**src/rtl/dac_spi_rx.sv**
```systemverilog
// rtl/dac_spi_rx.sv - SPI slave for 32-bit DAC command frames with a 4-channel DAC register model.
// Optional readback echo on spi_miso is enabled by defining DAC_SPI_RX_READBACK_EN.
module dac_spi_rx #(
   parameter int FRAME_BITS  = 32,
   parameter int SYNC_STAGES = 2
) (
   input  logic        clk,
   input  logic        rst,
   input  logic        spi_sck,
   input  logic        spi_mosi,
   input  logic        dac_cs,
   input  logic        dac_clr,
   output logic        frame_valid,
   output logic        frame_err,
   output logic [3:0]  rx_cmd,
   output logic [3:0]  rx_addr,
   output logic [11:0] rx_data,
   output logic [47:0] dac_out,
   output logic [3:0]  pwr_dn
`ifdef DAC_SPI_RX_READBACK_EN
   ,
   output logic        spi_miso
`endif
);

   localparam logic [5:0] LP_FRAME_BITS = 6'(FRAME_BITS);

   typedef enum logic [1:0] {
      ST_IDLE  = 2'd0,
      ST_SHIFT = 2'd1,
      ST_CHECK = 2'd2
   } state_t;

   state_t r_state;
   state_t w_state_nxt;

   logic [SYNC_STAGES-1:0] r_sck_sync;
   logic [SYNC_STAGES-1:0] r_mosi_sync;
   logic [SYNC_STAGES-1:0] r_cs_sync;
   logic [SYNC_STAGES-1:0] r_clr_sync;
   logic                   r_sck_d;
   logic                   r_cs_d;
   logic                   r_fall_pend;

   logic        w_sck;
   logic        w_mosi;
   logic        w_cs;
   logic        w_clr_n;
   logic        w_sck_rise;
   logic        w_cs_fall;
   logic        w_cs_rise;
   logic        w_start;
   logic        w_good;

   logic [5:0]  r_cnt;
   logic [31:0] r_sr;

   logic [3:0]  w_cmd;
   logic [3:0]  w_addr;
   logic [11:0] w_data;
   logic [3:0]  w_mask;

   logic [11:0] r_in  [4];
   logic [11:0] r_out [4];
   logic [3:0]  r_pd;
   logic [11:0] w_in_nxt  [4];
   logic [11:0] w_out_nxt [4];
   logic [3:0]  w_pd_nxt;

   logic        r_frame_valid;
   logic        r_frame_err;
   logic [3:0]  r_rx_cmd;
   logic [3:0]  r_rx_addr;
   logic [11:0] r_rx_data;

   always_ff @(posedge clk or posedge rst) begin
      if (rst) begin
         r_sck_sync  <= '0;
         r_mosi_sync <= '0;
         r_cs_sync   <= '0;
         r_clr_sync  <= '0;
         r_sck_d     <= 1'b0;
         r_cs_d      <= 1'b0;
      end else begin
         r_sck_sync  <= {r_sck_sync[SYNC_STAGES-2:0], spi_sck};
         r_mosi_sync <= {r_mosi_sync[SYNC_STAGES-2:0], spi_mosi};
         r_cs_sync   <= {r_cs_sync[SYNC_STAGES-2:0], dac_cs};
         r_clr_sync  <= {r_clr_sync[SYNC_STAGES-2:0], dac_clr};
         r_sck_d     <= w_sck;
         r_cs_d      <= w_cs;
      end
   end

   assign w_sck      = r_sck_sync[SYNC_STAGES-1];
   assign w_mosi     = r_mosi_sync[SYNC_STAGES-1];
   assign w_cs       = r_cs_sync[SYNC_STAGES-1];
   assign w_clr_n    = r_clr_sync[SYNC_STAGES-1];
   assign w_sck_rise = w_sck & ~r_sck_d;
   assign w_cs_fall  = ~w_cs & r_cs_d;
   assign w_cs_rise  = w_cs & ~r_cs_d;
   // A cs fall seen during CHECK is remembered so IDLE can still start the frame.
   assign w_start    = w_cs_fall | r_fall_pend;
   assign w_good     = (r_cnt == LP_FRAME_BITS);

   always_ff @(posedge clk or posedge rst) begin
      if (rst) begin
         r_state <= ST_IDLE;
      end else begin
         r_state <= w_state_nxt;
      end
   end

   always_comb begin
      w_state_nxt = r_state;
      case (r_state)
         ST_IDLE:  if (w_start) w_state_nxt = ST_SHIFT;
         ST_SHIFT: if (w_cs_rise) w_state_nxt = ST_CHECK;
         ST_CHECK: w_state_nxt = ST_IDLE;
         default:  w_state_nxt = ST_IDLE;
      endcase
   end

   always_ff @(posedge clk or posedge rst) begin
      if (rst) begin
         r_cnt       <= '0;
         r_sr        <= '0;
         r_fall_pend <= 1'b0;
      end else begin
         if (r_state == ST_CHECK && w_cs_fall) begin
            r_fall_pend <= 1'b1;
         end else if (r_state == ST_IDLE) begin
            r_fall_pend <= 1'b0;
         end
         if (r_state == ST_IDLE && w_start) begin
            r_cnt <= '0;
            r_sr  <= '0;
         end else if (r_state == ST_SHIFT && w_sck_rise) begin
            r_sr  <= {r_sr[30:0], w_mosi};
            r_cnt <= (r_cnt == 6'd63) ? r_cnt : r_cnt + 6'd1;
         end
      end
   end

   assign w_cmd  = r_sr[23:20];
   assign w_addr = r_sr[19:16];
   assign w_data = r_sr[15:4];

   always_comb begin
      w_mask = 4'b0000;
      if (w_addr == 4'hF) begin
         w_mask = 4'b1111;
      end else if (w_addr < 4'd4) begin
         w_mask = 4'b0001 << w_addr[1:0];
      end
   end

   // Next register-file contents if the current frame's command were applied.
   always_comb begin
      w_in_nxt  = r_in;
      w_out_nxt = r_out;
      w_pd_nxt  = r_pd;
      for (int c = 0; c < 4; c++) begin
         if (w_mask[c]) begin
            case (w_cmd)
               4'b0000: w_in_nxt[c] = w_data;
               4'b0001: begin
                  w_out_nxt[c] = r_in[c];
                  w_pd_nxt[c]  = 1'b0;
               end
               4'b0010: w_in_nxt[c] = w_data;
               4'b0011: begin
                  w_in_nxt[c]  = w_data;
                  w_out_nxt[c] = w_data;
                  w_pd_nxt[c]  = 1'b0;
               end
               4'b0100: w_pd_nxt[c] = 1'b1;
               default: ;
            endcase
         end
      end
      if (w_cmd == 4'b0010) begin
         for (int c = 0; c < 4; c++) begin
            w_out_nxt[c] = w_in_nxt[c];
         end
         w_pd_nxt = 4'b0000;
      end
   end

   always_ff @(posedge clk or posedge rst) begin
      if (rst) begin
         r_frame_valid <= 1'b0;
         r_frame_err   <= 1'b0;
         r_rx_cmd      <= '0;
         r_rx_addr     <= '0;
         r_rx_data     <= '0;
         r_pd          <= '0;
         for (int c = 0; c < 4; c++) begin
            r_in[c]  <= '0;
            r_out[c] <= '0;
         end
      end else begin
         r_frame_valid <= 1'b0;
         r_frame_err   <= 1'b0;
         if (r_state == ST_CHECK) begin
            if (w_good) begin
               r_frame_valid <= 1'b1;
               r_rx_cmd      <= w_cmd;
               r_rx_addr     <= w_addr;
               r_rx_data     <= w_data;
               if (w_clr_n) begin
                  r_in  <= w_in_nxt;
                  r_out <= w_out_nxt;
                  r_pd  <= w_pd_nxt;
               end
            end else begin
               r_frame_err <= 1'b1;
            end
         end
         if (!w_clr_n) begin
            r_pd <= '0;
            for (int c = 0; c < 4; c++) begin
               r_in[c]  <= '0;
               r_out[c] <= '0;
            end
         end
      end
   end

   assign frame_valid = r_frame_valid;
   assign frame_err   = r_frame_err;
   assign rx_cmd      = r_rx_cmd;
   assign rx_addr     = r_rx_addr;
   assign rx_data     = r_rx_data;
   assign dac_out     = {r_out[3], r_out[2], r_out[1], r_out[0]};
   assign pwr_dn      = r_pd;

`ifdef DAC_SPI_RX_READBACK_EN
   logic [31:0] r_echo;
   logic [31:0] r_miso_sr;
   logic        w_sck_fall;

   assign w_sck_fall = ~w_sck & r_sck_d;

   always_ff @(posedge clk or posedge rst) begin
      if (rst) begin
         r_echo    <= '0;
         r_miso_sr <= '0;
      end else begin
         if (r_state == ST_CHECK && w_good) begin
            r_echo <= r_sr;
         end
         if (r_state == ST_IDLE && w_start) begin
            r_miso_sr <= r_echo;
         end else if (r_state == ST_SHIFT && w_sck_fall) begin
            r_miso_sr <= {r_miso_sr[30:0], 1'b0};
         end
      end
   end

   assign spi_miso = (r_state == ST_SHIFT) ? r_miso_sr[31] : 1'b0;
`else
   logic w_unused_sr_msb;
   assign w_unused_sr_msb = r_sr[31];
`endif

endmodule

```
**config.mk**
```make
export PLATFORM = sky130hd
export DESIGN_NAME = dac_spi_rx
export DESIGN_NICKNAME = d
export VERILOG_FILES = /design/src/rtl/dac_spi_rx.sv
export SDC_FILE = /design/constraint.sdc
export NUM_CORES = 1
export LEC_CHECK = 0
export CAP_MARGIN = 20
export CORE_ASPECT_RATIO = 0.8
export CORE_MARGIN = 3
export CORE_UTILIZATION = 57
export CTS_CLUSTER_DIAMETER = 200
export CTS_CLUSTER_SIZE = 24
export DETAILED_ROUTE_END_ITERATION = 16
export GPL_TIMING_DRIVEN = 0
export PLACE_DENSITY_LB_ADDON = 0.12
export SETUP_SLACK_MARGIN = 0.15
export SLEW_MARGIN = 15
export SYNTH_ARGS = -nofsm -noshare
export SYNTH_HDL_FRONTEND = slang
export SYNTH_SLANG_ARGS = --single-unit
```
**constraint.sdc**
```tcl
create_clock -name clk -period 7.35 [get_ports clk]
set_clock_uncertainty 0.2 [all_clocks]
set_input_delay 1.47 -clock clk [delete_from_list [all_inputs] [get_ports clk]]
set_output_delay 1.47 -clock clk [all_outputs]
set_load 0.05 [all_outputs]
```
==> results.cfg <==
[outcome]
status = finished, final reports clean

[yosys]
synthFlopType = dfrtp_1
synth_nets = 734
synth_top_area_share_pct = 54.00
synth.avg_cell_area_sq_um = 10.53
syn-cell-area_sq_um = 7646
synthTopCellsByArea = dfrtp_1, mux2i_1, nand2_1
ys_ff_latch = 165
synthDistinctLibCells = 58
ys_warn_count = 0
yosysSeqAreaShare_pct = 54.00
synth_top_area_cell = dfrtp_1
synthCells = 726
synth-edff-count = 0
synthArstFlopShare_pct = 100.0

[sta]
setup_ws_ns = 4.033
tns_ns = 0
worst_pin_slew_ns = 1.038
fin_hold_ws_ns = 0.1538
min_period_ns = 3.317
fmax_mhz = 301.5
slew_violations = 0
slew_headroom_pct = 29.84
post-route-period-util_pct = 45.13
rsz0062_at_grt = false
report.final.hold_viol_count = 0
finalSetupViolations = 0

[detailed_routing]
drc = 0
viasPerCell = 6.263
detail-route-antenna-nets = 0
wire_per_inst_microns = 20.65
totalWireLength_microns = 20940
via_count = 6351
drt_iter0_markers = 757
dr.pass1.iters = 6

[cts]
cts_sinks = 165
cts_tree = done
ctsResizeCount = 0
clockRootBuffer = clkbuf_16
numCtsBuffers = 17
ctsHtreeMaxLevel = 4
clk_latency_ns = 0.44
postCtsHoldBufs = 0
path_clk_slew_ns = 0.07
ctsLongestPathBuffers = 2
cts_setup_buffers = 0

[critical_path]
crit_slowest_cell = clkdlybuf4s50_1
cp_data_arrival_time_ns = 1.65
path_cells = clkdlybuf4s50_1
worstPathMaxFanout = 2
crit_family = buffers and inverters
timing.critical_path.buf_inv = 1
required_ns = 5.68
worstSetupPathType = flip-flop to output port
startpoint_type = flip-flop
slowest_delay_ns = 0.83
cp-end-kind = output port

[cells_and_area]
drive_gt1_share_pct = 10.37
layout.nets = 834
antenna_cells = 0
final_cell_mix = dfrtp_1, nand2_1, clkdlybuf4s50_1
syn_to_final_growth_pct = 21.81
layout_commonest_cell = dfrtp_1

[floorplanning]
start_util_pct = 58.78
die_area_sq_um = 14850
rows = 37
io_pins = 80
fp.dieW_microns = 135.5
fp.dieH_microns = 109.6
core_area_sq_um = 13010

[placed_design]
io_buffers = 79
gp_congestion = 0.9271
dp_hpwl_microns = 14960
detailedPlace.worstSlack_ns = 4.333

[hold_path]
min_path_type = flip-flop to flip-flop

[pwr]
power_density_nw_per_um2 = 218.5
leakagePower_nw = 4.130
power_mw = 2.035
vdd_drop_max_mv = 0.1673

[run]
maxCapViolCount = 0

[grt]
grt_pass1_vias = 5986
grt_max_degree = 87
track_usage_pct = 29.43
antenna_found_initial = 0
grt_first_pass_wirelength_microns = 33120
overflow = 0
report_power, final:
group	switching [mW]	total, mW	internal [mW]
clock	0.396	0.940	0.544
sequential	0.0179	0.949	0.931
combinational	0.106	0.146	0.0403
total	0.520	2.04	1.52
final cells by class:
cell class | count | area, sq um
timing repair buffer | 81 | 823.3
clock buffer | 17 | 425.4
fill | 953 | 3695
inverter | 36 | 142.6
buffer | 62 | 291.5
tap | 175 | 219.0
clock inverter | 15 | 192.7
sequential | 165 | 4129
multi-input combinational | 463 | 3090
registers in the layout, summed over array words and instances (netlist names), 2 cells and up:
register,count
r_mosi_sync,2
r_sr,24
rx_cmd,4
r_clr_sync,2
dac_out,48
r_in,48
r_sck_sync,2
pwr_dn,4
rx_data,12
r_cs_sync,2
r_state,2
rx_addr,4
r_cnt,6
worst register-to-register path, stage by stage (launching register included):
cell and delay, ns:
dfrtp_1 0.39, clkbuf_1 0.25, nor4b_1 0.96, o21ai_0 0.22
a21oi_1 0.64, o22ai_1 0.20
layer usage:
layer / wire (microns) / up-vias / global-route usage (%)
met5: 0 / - / 0
met1: 9506 / 3154 / 43.73
met2: 9200 / 329 / 43.79
li1: - / 2829 / -
met3: 1874 / 39 / 7.091
met4: 363 / 0 / 7.986
synthesized netlist by cell type (2+ instances only):
cell,instances
a32oi_1,21
o21ai_1,3
xor2_1,2
a211oi_1,20
xnor2_1,3
a311oi_1,5
nor2_1,20
and2_1,4
and3_1,2
inv_1,36
a21oi_1,45
o2111ai_1,7
nor2b_1,7
nor3_1,4
o21ai_0,19
o211a_1,7
nand3_1,6
nand2_1,122
a311oi_2,7
o311ai_0,6
mux2_2,20
nor4_1,2
dfrtp_1,165
ha_1,2
clkbuf_1,46
o211ai_1,2
o21a_1,2
buf_2,8
o2bb2ai_1,11
buf_6,6
a31oi_1,18
or4b_1,2
or4b_2,3
nor4b_1,3
mux2i_1,50
o22ai_1,18
stage by stage:
stage | cells | utilization (%) | instance area [sq um]
after floorplan | 726 | - | 7646
after CTS | 1014 | 71.60 | 9314
after detailed placement | 982 | 66.85 | 8696
after global routing | 1014 | 71.60 | 9314
after global placement | 980 | 66.54 | 8656
final | 1014 | 71.60 | 9314
path summary, 6_finish.rpt:
check	start	endpoint	slack, ns	depth (start not counted)
hold / removal	r_mosi_sync[0]	r_mosi_sync[1]	0.15	0
setup / recovery	dac_out[5]	dac_out[5]	4.03	1
setup reg to reg	r_sr[19]	dac_out[34]	4.34	5
hold reg to reg	r_mosi_sync[0]	r_mosi_sync[1]	0.15	0
min in group asynchronous	rst	r_cs_sync[1]	1.33	2
max in group asynchronous	rst	r_in[20]	4.84	3
cell families after synthesis:
| family | share of synthesized area [%] |
|---|---|
| XOR/XNOR | 0.5728 |
| adder cells (fa/ha/maj) | 0.3272 |
| flip-flops | 54.00 |
| AND/OR/NAND/NOR | 11.21 |
| buffers and inverters | 5.580 |
| AO/OA/AOI/OAI | 18.82 |
| multiplexers | 9.491 |
Note: power is estimated with default switching activity, not from simulation.
